--- config.mk ---
export PLATFORM = sky130hd
export DESIGN_NAME = alu_instr_sequencer_flat
export DESIGN_NICKNAME = d
export VERILOG_FILES = /design/src/rtl/alu_seq_pkg.sv /design/src/rtl/alu_instr_sequencer_if.sv /design/src/rtl/alu_seq_decode.sv /design/src/rtl/alu_instr_sequencer.sv /design/src/flat_wrapper.sv
export SDC_FILE = /design/constraint.sdc
export NUM_CORES = 1
export LEC_CHECK = 0
export BUFFER_PORTS_ARGS = -buffer_cell sky130_fd_sc_hd__buf_4
export CORE_ASPECT_RATIO = 1.2
export CORE_UTILIZATION = 48
export CTS_BUF_LIST = sky130_fd_sc_hd__clkbuf_16
export DETAILED_ROUTE_END_ITERATION = 10
export HOLD_SLACK_MARGIN = 0.1
export PLACE_DENSITY = 0.82
export SLEW_MARGIN = 40
export SYNTH_ARGS = -nofsm -noshare
export SYNTH_HDL_FRONTEND = slang
export SYNTH_HIERARCHICAL = 1
export SYNTH_SLANG_ARGS = --single-unit
--- constraint.sdc ---
create_clock -name clock -period 2.78 [get_ports clock]
set_clock_uncertainty 0.15 [all_clocks]
set_input_delay 0.139 -clock clock [delete_from_list [all_inputs] [get_ports clock]]
set_output_delay 0.139 -clock clock [all_outputs]
set_load 0.005 [all_outputs]
--- src/rtl/alu_seq_pkg.sv ---
// Shared types and constants for the ALU instruction sequencer.
// The state and class enums, the opcode map, the ALU operation codes and the opcode helper
// functions live here.
// Optional feature macro: IMM_OPS_EN makes addi/andi/ori executable. When it is undefined,
// those opcodes decode as BAD.
package alu_seq_pkg;

    typedef enum logic [3:0] {IDLE, T0, T1, T2, T3, T4, T5, T6, ILL} state_t;

    typedef enum logic [2:0] {R3, UNARY, MULDIV, IMM, BAD} op_class_t;

    localparam logic [4:0] OP_ADD  = 5'd3;
    localparam logic [4:0] OP_SUB  = 5'd4;
    localparam logic [4:0] OP_AND  = 5'd5;
    localparam logic [4:0] OP_OR   = 5'd6;
    localparam logic [4:0] OP_ROR  = 5'd7;
    localparam logic [4:0] OP_ROL  = 5'd8;
    localparam logic [4:0] OP_SHR  = 5'd9;
    localparam logic [4:0] OP_SHRA = 5'd10;
    localparam logic [4:0] OP_SHL  = 5'd11;
    localparam logic [4:0] OP_ADDI = 5'd12;
    localparam logic [4:0] OP_ANDI = 5'd13;
    localparam logic [4:0] OP_ORI  = 5'd14;
    localparam logic [4:0] OP_MUL  = 5'd15;
    localparam logic [4:0] OP_DIV  = 5'd16;
    localparam logic [4:0] OP_NEG  = 5'd17;
    localparam logic [4:0] OP_NOT  = 5'd18;

    localparam logic [3:0] ALU_NOP  = 4'd0;
    localparam logic [3:0] ALU_ADD  = 4'd1;
    localparam logic [3:0] ALU_SUB  = 4'd2;
    localparam logic [3:0] ALU_AND  = 4'd3;
    localparam logic [3:0] ALU_OR   = 4'd4;
    localparam logic [3:0] ALU_SHR  = 4'd5;
    localparam logic [3:0] ALU_SHRA = 4'd6;
    localparam logic [3:0] ALU_SHL  = 4'd7;
    localparam logic [3:0] ALU_ROR  = 4'd8;
    localparam logic [3:0] ALU_ROL  = 4'd9;
    localparam logic [3:0] ALU_MUL  = 4'd10;
    localparam logic [3:0] ALU_DIV  = 4'd11;
    localparam logic [3:0] ALU_NEG  = 4'd12;
    localparam logic [3:0] ALU_NOT  = 4'd13;

    function automatic op_class_t op_class(input logic [4:0] op);
        op_class_t cls;
        case (op)
            OP_ADD, OP_SUB, OP_AND, OP_OR, OP_ROR,
            OP_ROL, OP_SHR, OP_SHRA, OP_SHL:        cls = R3;
            OP_NEG, OP_NOT:                         cls = UNARY;
            OP_MUL, OP_DIV:                         cls = MULDIV;
`ifdef IMM_OPS_EN
            OP_ADDI, OP_ANDI, OP_ORI:               cls = IMM;
`endif
            default:                                cls = BAD;
        endcase
        return cls;
    endfunction

    function automatic logic [3:0] op_to_aluop(input logic [4:0] op);
        logic [3:0] code;
        case (op)
            OP_ADD, OP_ADDI: code = ALU_ADD;
            OP_SUB:          code = ALU_SUB;
            OP_AND, OP_ANDI: code = ALU_AND;
            OP_OR, OP_ORI:   code = ALU_OR;
            OP_ROR:          code = ALU_ROR;
            OP_ROL:          code = ALU_ROL;
            OP_SHR:          code = ALU_SHR;
            OP_SHRA:         code = ALU_SHRA;
            OP_SHL:          code = ALU_SHL;
            OP_MUL:          code = ALU_MUL;
            OP_DIV:          code = ALU_DIV;
            OP_NEG:          code = ALU_NEG;
            OP_NOT:          code = ALU_NOT;
            default:         code = ALU_NOP;
        endcase
        return code;
    endfunction

endpackage

--- src/rtl/alu_instr_sequencer_if.sv ---
// Handshake and strobe bundle between the instruction sequencer and the datapath.
// The master modport is the requester/datapath side, and the slave modport is the sequencer.
interface alu_instr_sequencer_if #(
    parameter int NUM_REGS = 16,
    parameter int ALUOP_W  = 4
);
    logic                start;
    logic                mem_ready;
    logic [31:0]         ir;
    logic                busy;
    logic                done;
    logic                illegal;
    logic                mem_err;
    logic                pc_out, mar_in, inc_pc, pc_in, read, mdr_in, mdr_out, ir_in;
    logic                y_in, z_in, z_low_out, z_high_out, hi_in, lo_in, c_out;
    logic [ALUOP_W-1:0]  alu_op;
    logic [NUM_REGS-1:0] rin;
    logic [NUM_REGS-1:0] rout;

    modport master (
        output start, mem_ready, ir,
        input  busy, done, illegal, mem_err,
        input  pc_out, mar_in, inc_pc, pc_in, read, mdr_in, mdr_out, ir_in,
        input  y_in, z_in, z_low_out, z_high_out, hi_in, lo_in, c_out,
        input  alu_op, rin, rout
    );

    modport slave (
        input  start, mem_ready, ir,
        output busy, done, illegal, mem_err,
        output pc_out, mar_in, inc_pc, pc_in, read, mdr_in, mdr_out, ir_in,
        output y_in, z_in, z_low_out, z_high_out, hi_in, lo_in, c_out,
        output alu_op, rin, rout
    );
endinterface

--- src/rtl/alu_seq_decode.sv ---
// Opcode decoder that maps an opcode to its execution class and its ALU operation code.
// It is purely combinational, so the control unit can reuse it.
// The class map follows IMM_OPS_EN through alu_seq_pkg::op_class.
module alu_seq_decode
    import alu_seq_pkg::*;
#(
    parameter int ALUOP_W = 4
) (
    input  logic [4:0]         op,
    output op_class_t          cls,
    output logic [ALUOP_W-1:0] alu_op
);

    assign cls    = op_class(op);
    assign alu_op = ALUOP_W'(op_to_aluop(op));

endmodule

--- src/rtl/alu_instr_sequencer.sv ---
// Moore control sequencer. It runs the instruction fetch (T0-T2), waits on memory with a
// timeout, and then runs the per-class execute steps that drive the datapath strobes.
// Optional feature macro: IMM_OPS_EN enables addi/andi/ori, and only those opcodes assert c_out.
//
// state | meaning
// IDLE  | waiting for start; every output low
// T0    | PC -> MAR, increment PC into Z
// T1    | memory read; wait for mem_ready, abort with mem_err on timeout
// T2    | MDR -> IR
// T3-T6 | execute steps; the step contents depend on the opcode class
// ILL   | T3 slot of an unexecutable instruction; illegal pulse, then IDLE
module alu_instr_sequencer
    import alu_seq_pkg::*;
#(
    parameter int NUM_REGS    = 16,
    parameter int ALUOP_W     = 4,
    parameter int MEM_TIMEOUT = 15
) (
    input  logic                  clock,
    input  logic                  clear,
    alu_instr_sequencer_if.slave  bus
);

    localparam int CNT_W = $clog2(MEM_TIMEOUT + 1);

    state_t             state;
    logic [CNT_W-1:0]   wait_cnt;
    op_class_t          cls;
    logic [ALUOP_W-1:0] dec_alu_op;
    logic [3:0]         ra, rb, rc;
    logic               bad, timeout, last_step;
    logic               unused_ir;

    assign ra = bus.ir[26:23];
    assign rb = bus.ir[22:19];
    assign rc = bus.ir[18:15];
    assign unused_ir = ^bus.ir[14:0];

    alu_seq_decode #(.ALUOP_W(ALUOP_W)) u_decode (
        .op     (bus.ir[31:27]),
        .cls    (cls),
        .alu_op (dec_alu_op)
    );

    // rc is only a source operand for three-register instructions.
    assign bad = (cls == BAD) || (int'(ra) >= NUM_REGS) || (int'(rb) >= NUM_REGS)
               || ((cls == R3) && (int'(rc) >= NUM_REGS));
    assign timeout   = (state == T1) && (wait_cnt == CNT_W'(MEM_TIMEOUT));
    assign last_step = ((state == T4) && (cls == UNARY))
                    || ((state == T5) && ((cls == R3) || (cls == IMM)))
                    || (state == T6);

    function automatic logic [NUM_REGS-1:0] sel(input logic [3:0] r);
        return NUM_REGS'(1) << r;
    endfunction

    // State register and memory-wait counter.
    always_ff @(posedge clock) begin
        if (clear) begin
            state    <= IDLE;
            wait_cnt <= '0;
        end else begin
            case (state)
                IDLE: if (bus.start) state <= T0;
                T0: begin
                    state    <= T1;
                    wait_cnt <= '0;
                end
                T1: begin
                    if (timeout) begin
                        state    <= IDLE;
                        wait_cnt <= '0;
                    end else if (bus.mem_ready) begin
                        state    <= T2;
                        wait_cnt <= '0;
                    end else begin
                        wait_cnt <= wait_cnt + CNT_W'(1);
                    end
                end
                T2: state <= T3;
                T3: state <= bad ? IDLE : T4;
                T4: state <= last_step ? (bus.start ? T0 : IDLE) : T5;
                T5: state <= last_step ? (bus.start ? T0 : IDLE) : T6;
                T6: state <= bus.start ? T0 : IDLE;
                default: state <= IDLE;
            endcase
        end
    end

    // Strobe decode from the registered state and the IR fields only.
    always_comb begin
        state_t eff;
        eff = ((state == T3) && bad) ? ILL : state;
        bus.busy       = (state != IDLE);
        bus.done       = last_step;
        bus.illegal    = 1'b0;
        bus.mem_err    = 1'b0;
        bus.pc_out     = 1'b0;
        bus.mar_in     = 1'b0;
        bus.inc_pc     = 1'b0;
        bus.pc_in      = 1'b0;
        bus.read       = 1'b0;
        bus.mdr_in     = 1'b0;
        bus.mdr_out    = 1'b0;
        bus.ir_in      = 1'b0;
        bus.y_in       = 1'b0;
        bus.z_in       = 1'b0;
        bus.z_low_out  = 1'b0;
        bus.z_high_out = 1'b0;
        bus.hi_in      = 1'b0;
        bus.lo_in      = 1'b0;
        bus.c_out      = 1'b0;
        bus.alu_op     = '0;
        bus.rin        = '0;
        bus.rout       = '0;
        case (eff)
            T0: begin
                bus.pc_out = 1'b1;
                bus.mar_in = 1'b1;
                bus.inc_pc = 1'b1;
                bus.z_in   = 1'b1;
            end
            T1: begin
                // The incremented PC is written back only once, even if memory stalls.
                if (wait_cnt == '0) begin
                    bus.z_low_out = 1'b1;
                    bus.pc_in     = 1'b1;
                end
                // On an aborted fetch, stop requesting and do not load MDR.
                if (timeout) begin
                    bus.mem_err = 1'b1;
                end else begin
                    bus.read   = 1'b1;
                    bus.mdr_in = 1'b1;
                end
            end
            T2: begin
                bus.mdr_out = 1'b1;
                bus.ir_in   = 1'b1;
            end
            T3: begin
                case (cls)
                    UNARY: begin
                        bus.rout   = sel(rb);
                        bus.alu_op = dec_alu_op;
                        bus.z_in   = 1'b1;
                    end
                    MULDIV: begin
                        bus.rout = sel(ra);
                        bus.y_in = 1'b1;
                    end
                    default: begin
                        bus.rout = sel(rb);
                        bus.y_in = 1'b1;
                    end
                endcase
            end
            T4: begin
                case (cls)
                    UNARY: begin
                        bus.z_low_out = 1'b1;
                        bus.rin       = sel(ra);
                    end
                    MULDIV: begin
                        bus.rout   = sel(rb);
                        bus.alu_op = dec_alu_op;
                        bus.z_in   = 1'b1;
                    end
                    IMM: begin
`ifdef IMM_OPS_EN
                        bus.c_out  = 1'b1;
`endif
                        bus.alu_op = dec_alu_op;
                        bus.z_in   = 1'b1;
                    end
                    default: begin
                        bus.rout   = sel(rc);
                        bus.alu_op = dec_alu_op;
                        bus.z_in   = 1'b1;
                    end
                endcase
            end
            T5: begin
                bus.z_low_out = 1'b1;
                if (cls == MULDIV) bus.lo_in = 1'b1;
                else               bus.rin   = sel(ra);
            end
            T6: begin
                bus.z_high_out = 1'b1;
                bus.hi_in      = 1'b1;
            end
            ILL: bus.illegal = 1'b1;
            default: ;
        endcase
    end

endmodule

--- src/flat_wrapper.sv ---
// flat-port wrapper written by rule: the top's interface ports become plain ports
module alu_instr_sequencer_flat import alu_seq_pkg::*;
#(
    parameter int NUM_REGS    = 16,
    parameter int ALUOP_W     = 4,
    parameter int MEM_TIMEOUT = 15
)
  (clock, clear, bus_start, bus_mem_ready, bus_ir, bus_busy, bus_done, bus_illegal, bus_mem_err, bus_pc_out, bus_mar_in, bus_inc_pc, bus_pc_in, bus_read, bus_mdr_in, bus_mdr_out, bus_ir_in, bus_y_in, bus_z_in, bus_z_low_out, bus_z_high_out, bus_hi_in, bus_lo_in, bus_c_out, bus_alu_op, bus_rin, bus_rout);
  alu_instr_sequencer_if #(.NUM_REGS(NUM_REGS), .ALUOP_W(ALUOP_W)) bus_i ();
  input  logic clock;
  input  logic clear;
  input wire logic [$bits(bus_i.start)-1:0] bus_start;
  input wire logic [$bits(bus_i.mem_ready)-1:0] bus_mem_ready;
  input wire logic [$bits(bus_i.ir)-1:0] bus_ir;
  output wire logic [$bits(bus_i.busy)-1:0] bus_busy;
  output wire logic [$bits(bus_i.done)-1:0] bus_done;
  output wire logic [$bits(bus_i.illegal)-1:0] bus_illegal;
  output wire logic [$bits(bus_i.mem_err)-1:0] bus_mem_err;
  output wire logic [$bits(bus_i.pc_out)-1:0] bus_pc_out;
  output wire logic [$bits(bus_i.mar_in)-1:0] bus_mar_in;
  output wire logic [$bits(bus_i.inc_pc)-1:0] bus_inc_pc;
  output wire logic [$bits(bus_i.pc_in)-1:0] bus_pc_in;
  output wire logic [$bits(bus_i.read)-1:0] bus_read;
  output wire logic [$bits(bus_i.mdr_in)-1:0] bus_mdr_in;
  output wire logic [$bits(bus_i.mdr_out)-1:0] bus_mdr_out;
  output wire logic [$bits(bus_i.ir_in)-1:0] bus_ir_in;
  output wire logic [$bits(bus_i.y_in)-1:0] bus_y_in;
  output wire logic [$bits(bus_i.z_in)-1:0] bus_z_in;
  output wire logic [$bits(bus_i.z_low_out)-1:0] bus_z_low_out;
  output wire logic [$bits(bus_i.z_high_out)-1:0] bus_z_high_out;
  output wire logic [$bits(bus_i.hi_in)-1:0] bus_hi_in;
  output wire logic [$bits(bus_i.lo_in)-1:0] bus_lo_in;
  output wire logic [$bits(bus_i.c_out)-1:0] bus_c_out;
  output wire logic [$bits(bus_i.alu_op)-1:0] bus_alu_op;
  output wire logic [$bits(bus_i.rin)-1:0] bus_rin;
  output wire logic [$bits(bus_i.rout)-1:0] bus_rout;
  assign bus_i.start = bus_start;
  assign bus_i.mem_ready = bus_mem_ready;
  assign bus_i.ir = bus_ir;
  assign bus_busy = bus_i.busy;
  assign bus_done = bus_i.done;
  assign bus_illegal = bus_i.illegal;
  assign bus_mem_err = bus_i.mem_err;
  assign bus_pc_out = bus_i.pc_out;
  assign bus_mar_in = bus_i.mar_in;
  assign bus_inc_pc = bus_i.inc_pc;
  assign bus_pc_in = bus_i.pc_in;
  assign bus_read = bus_i.read;
  assign bus_mdr_in = bus_i.mdr_in;
  assign bus_mdr_out = bus_i.mdr_out;
  assign bus_ir_in = bus_i.ir_in;
  assign bus_y_in = bus_i.y_in;
  assign bus_z_in = bus_i.z_in;
  assign bus_z_low_out = bus_i.z_low_out;
  assign bus_z_high_out = bus_i.z_high_out;
  assign bus_hi_in = bus_i.hi_in;
  assign bus_lo_in = bus_i.lo_in;
  assign bus_c_out = bus_i.c_out;
  assign bus_alu_op = bus_i.alu_op;
  assign bus_rin = bus_i.rin;
  assign bus_rout = bus_i.rout;
  alu_instr_sequencer #(.NUM_REGS(NUM_REGS), .ALUOP_W(ALUOP_W), .MEM_TIMEOUT(MEM_TIMEOUT)) u_core (.clock(clock), .clear(clear), .bus(bus_i));
endmodule
# ---- Word level (Yosys, flattened, before mapping)
# Memory sizes are Yosys's and may differ from the RTL's.
# Cells that the tools add are included.
dict set report totals {
  regBits 8
  romBits 224
  input_bits 36
  elab_cells 82
  mem_count 2
}
# memory depth word_bits rd rd_clocked_by_memory_dff wr line
set mem_list {}
lappend mem_list {{(no name shown)} 32 4 1 0 0 alu_seq_pkg.sv:61} ;# case (op)
lappend mem_list {{(no name shown)} 32 3 1 0 0 alu_seq_pkg.sv:46} ;# case (op)
dict set report classes {
  n_addsub 1
  n_eq_ne 22
  shifts 3
  n_mux 38
  reduce_logical 14
}
# op n
set op_table {}
lappend op_table {{$pmux 16 s2} 3}
lappend op_table {{$mux 16} 3}
lappend op_table {{$shl 1x4->16 const A} 3}
lappend op_table {{$eq 4x3->1 const B} 8}
lappend op_table {{$mux 4} 8}
lappend op_table {{$pmux 4 s8} 1}
lappend op_table {{$eq 4x2->1 const B} 4}
lappend op_table {{$mux 1} 16}
lappend op_table {{$pmux 4 s2} 2}
lappend op_table {{$mux 3} 3}
lappend op_table {{$eq 4x1->1 const B} 2}
lappend op_table {{$eq 4x4->1 const B} 2}
lappend op_table {{$logic_not 4->1} 2}
lappend op_table {{$eq 3x2->1 const B} 2}
lappend op_table {{$pmux 1 s3} 2}
lappend op_table {{$add 4x1->4 const B} 1}
lappend op_table {{$logic_and 1x1->1} 4}
lappend op_table {{$reduce_bool 4->1} 1}
lappend op_table {{$eq 3x1->1 const B} 1}
lappend op_table {{$eq 3x3->1 const B} 1}
lappend op_table {{$logic_not 3->1} 1}
lappend op_table {{$logic_or 1x1->1} 3}
lappend op_table {{$ne 3x2->1 const B} 1}
lappend op_table {{$ne 2x2->1 const B} 1}
lappend op_table {{other kinds (3)} 3}

# ---- Depth between registers and ports, before layout
# An unclocked memory read counts as a cell.
dict set report logic_depth {
  depth_word 8
  depth_mapped 10
  ltp_nobuf 8
}

# ---- Modules after synthesis
# The synthesis kept the hierarchy.
# mod instances cells_per_inst area_each_um2 seq_area_each_um2
set modules_own_cells {}
lappend modules_own_cells {alu_instr_sequencer 1 251 1706.6 140.1}
lappend modules_own_cells {alu_seq_decode 1 40 269.0 0.0}

# ---- Worst setup path before layout
# OpenSTA, ideal clock, no wires.
dict set report synth_timing {
  kind {input-to-output}
  startpoint {in bus_ir[27]}
  endpoint {out bus_z_in}
  t_arrival_ps 1852
  t_required_ps 2491
  path_slack_ps 639
  path_stages 9
  n_path_buf 1
  cell_sequence {clkinv_1 > ha_1 > nand2_1 > nor3_1 > buf_2 > or3b_1 > xor2_1 > nor3_2 > or2_2}
}
dict set report synth_via {
  elab_chain_len 6
  word_cells_on_any_way 11
  cone_classes {eq/ne: 5; mux: 4; reduce/logical: 1; memory: 1}
}
# item line
set synth_rtl {}
lappend synth_rtl {{start: declaration} flat_wrapper.sv:14} ;# input wire logic [$bits(bus_i.ir)-1:0] bus_ir;
lappend synth_rtl {{$mem_v2 32x3 (*)} --}
lappend synth_rtl {{via u_core.cls[0]} alu_instr_sequencer.sv:28} ;# op_class_t cls;
lappend synth_rtl {{$eq 3x3->1} alu_instr_sequencer.sv:46} ;# assign bad = (cls == BAD) || (int'(ra) >= NUM_REGS) || (int'(rb) >= NUM_REGS)
lappend synth_rtl {{$logic_and 1x1->1} alu_instr_sequencer.sv:93} ;# eff = ((state == T3) && bad) ? ILL : state;
lappend synth_rtl {{$mux 4} alu_instr_sequencer.sv:93}
lappend synth_rtl {{$eq 4x3->1 or $eq 4x1->1 (tied branches)} alu_instr_sequencer.sv:116} ;# case (eff)
lappend synth_rtl {{$pmux 1 s3 (*)} alu_instr_sequencer.sv:116}
lappend synth_rtl {{end: declaration} flat_wrapper.sv:28} ;# output wire logic [$bits(bus_i.z_in)-1:0] bus_z_in;
# Mark *: on every way through the listed nets, which the timed path passes. The rest lies on a longest branch.

# ---- Worst setup path in the final report
# Ends and elaborated chain as after synthesis.

==> results.txt <==
Status: finished clean
Measured slew at the worst slew-check pin: 0.5810 ns
Grt ovf: 0
Max-Cap Viols: 0
Number of routed nets with antenna violations: 0
Drt total wl: 5912 um
Placed Area: 2455 um^2
Reg2Reg Depth: 4
Clk buf depth: 2
Post-synthesis cell type count: 62
IO Pins: 91
Worst ir drop on vdd: 0.0007060 V
Fillers: 385
Critical path class: in2out
Critical path capture point type: output port
Sink Count: 7
Worst Path Arrival: 2.29 ns
Post-layout min period: 2.579 ns
Power Total: 1200 uW
Starting Density: 50.13%
H-tree depth: 1
Largest net degree at the start of global routing: 27
EDFF count, synth: 0
Setup TNS: 0 ns
Synth Register Bits: 7
Vias in the first global route: 2,040
CTS buffer count: 3
Seq/Total Area, Yosys: 7.093%
Routed vias/inst: 5.937
CP Launch Type: input pin
Placement Rows: 25
Mapped Avg Cell Area: 6.789 um^2
Global-route usage over all layers: 26.60%
PostCTS Resize Cnt: 0
DRT Pass-1 Iters: 5
Die H: 72.28 um
Final Util: 64.54%
Synth Instances: 291
Post-route cell area: 2544 um^2
Top post-synthesis cells by area: dfxtp_1 (7.1%), and3_1 (4.7%), nor2_1 (4.7%)
Synth area leader: dfxtp_1
Port Buf Inserts: 74
Postcts setup bufs: 0
Layout cell share with drive strength beyond 1: 29.28%
Routability cong.: 0.9411
Layout area overhead: 28.75%
Die ar.: 4378 um^2
Final setup fails: 0
Worst slew margin: 61.21%
P_leak: 0.001085 uW
Clk root buf: clkbuf_16
Worst skew pair latency: 0.23 ns
Syn_nets: 333
Die X: 60.57 um
Min-Delay Path Depth: 3
Yosys top cell area share: 7.093%
Wirelength per Cell: 14.82 um
DRC: 0
Nets@finish: 388
Vias after detailed routing: 2,369
Min-delay worst type: in2reg
Number of inserted diodes: 0
Cell area power density: 471.8 nW/um^2
Synth Flop Type: dfxtp_1
Post-synth ARST share: 0%
Initial antenna violation count: 0
Clk slew on worst S/H paths: 0.04 ns
Max Freq: 0.3878 GHz
Core area: 3941 um^2
Synth Cell Area: 1976 um^2
Slew Viols, Final: 0
Worst Path Max Fanout: 9
TritonCTS clock tree: built
Post-DP HPWL: 4496 um
Hold_buf cts: 1
Initial DRC count: 191
Worst Path Required: 2.49 ns
Fin. Hold Viols: 0
First-pass GRT wire length: 9259 um
Final period util: 92.77%
YS warnings: 6
RSZ-0062 raised after global routing: no
[area by class of cell]
| type | instances | area, um^2 | share of cell area [%] |
|---|---|---|---|
| Timing Repair Buffer | 81 | 610.6 | 24.00 |
| Clock inverter | 1 | 3.754 | 0.1476 |
| Inverter | 10 | 37.54 | 1.476 |
| Sequential cell | 7 | 140.1 | 5.509 |
| Tap cell | 54 | 67.56 | 2.656 |
| Clock buffer | 3 | 75.07 | 2.951 |
| Multi-Input combinational cell | 243 | 1609 | 63.26 |
[placed cells by master (no fill, tap or decap), types with 7 or more instances in the layout]
master	instances
buf_4	80
inv_1	10
nand3_1	11
nor2_1	25
nand2b_1	11
a22oi_1	8
nor3_1	14
nor4_1	9
o211ai_1	9
and3_1	15
nand2_1	23
nor2b_1	9
dfxtp_1	7
[critical path, stage by stage]
cell,delay [ns]
buf_4,0.10
clkinv_1,0.13
ha_1,0.31
nand2_1,0.08
nor3_1,0.15
buf_4,0.20
or3b_1,0.45
xor2_1,0.20
nor3_2,0.08
or2_2,0.32
buf_4,0.14
[final timing paths]
path,start,endpoint,slack (ns)
worst max-delay path,bus_ir[27],bus_z_in,0.20
worst min-delay path,bus_start,u_core/state[0]$_SDFFE_PP0P_,0.14
worst max register to register,u_core/state[1]$_SDFFE_PP0P_,u_core/wait_cnt[1]$_SDFFE_PP0P_,0.97
worst min register to register,u_core/wait_cnt[1]$_SDFFE_PP0P_,u_core/wait_cnt[1]$_SDFFE_PP0P_,0.37
[state kept, by name (all words and copies together) (netlist names)]
| register | flops |
|---|---|
| u_core/wait_cnt | 4 |
| u_core/state | 3 |
[logic make-up (layout without fill, tap and decap cells)]
logic type               after synthesis  after routing  synth area share [%]
buffers and inverters                 41             95                 11.46
multiplexers                           2              2                 1.013
AO/OA/AOI/OAI                         62             62                 23.56
flip-flops                             7              7                 7.093
XOR/XNOR                               6              6                 2.660
adder cells (fa/ha/maj)                6              6                 3.800
AND/OR/NAND/NOR                      166            166                 50.22
other                                  1              1                0.1898
[layer usage]
layer / part of all wire, % / track usage, % / routed length (um) / vias up
met5: 0 / 0 / 0 / -
met4: 1.5 / 6.061 / 89 / 0
met3: 6.0 / 3.030 / 357 / 8
met2: 51 / 47.13 / 2992 / 103
met1: 42 / 33.77 / 2472 / 1077
li1: - / - / - / 1181
[synth_stat cells, drive strengths merged, types with 2 or more instances]
master	number
a211oi	2
a21o	2
a21oi	7
a22oi	8
a2bb2oi	3
a31oi	3
and2	6
and3	15
buf	20
clkbuf	11
dfxtp	7
ha	6
inv	9
mux2i	2
nand2	24
nand2b	11
nand3	12
nand3b	4
nand4	4
nand4b	4
nor2	26
nor2b	9
nor3	16
nor3b	7
nor4	9
nor4b	5
o211ai	12
o21ai	10
o221ai	4
o22ai	3
or2	3
or3	4
or3b	4
xnor2	5
[through the flow]
stage / setup slack, ns / instances / hold WS, ns
after global routing: 0.04968 / 399 / 0.2007
after floorplan: 0.6391 / 291 / 0.1660
after detailed placement: 0.2294 / 394 / 0.2896
after CTS: 0.2063 / 399 / 0.1295
after global placement: 0.2594 / 394 / 0.2837
final: 0.2010 / 399 / 0.1379
[where the power goes]
group | switching, uW | total, uW | leakage (uW) | internal (uW)
combinational | 423 | 765 | 0.000985 | 342
clock | 52.3 | 239 | 0.0000423 | 187
sequential | 69.5 | 196 | 0.0000572 | 127
total | 545 | 1200 | 0.00108 | 655
No activity file was read; power rests on OpenSTA's default activity.
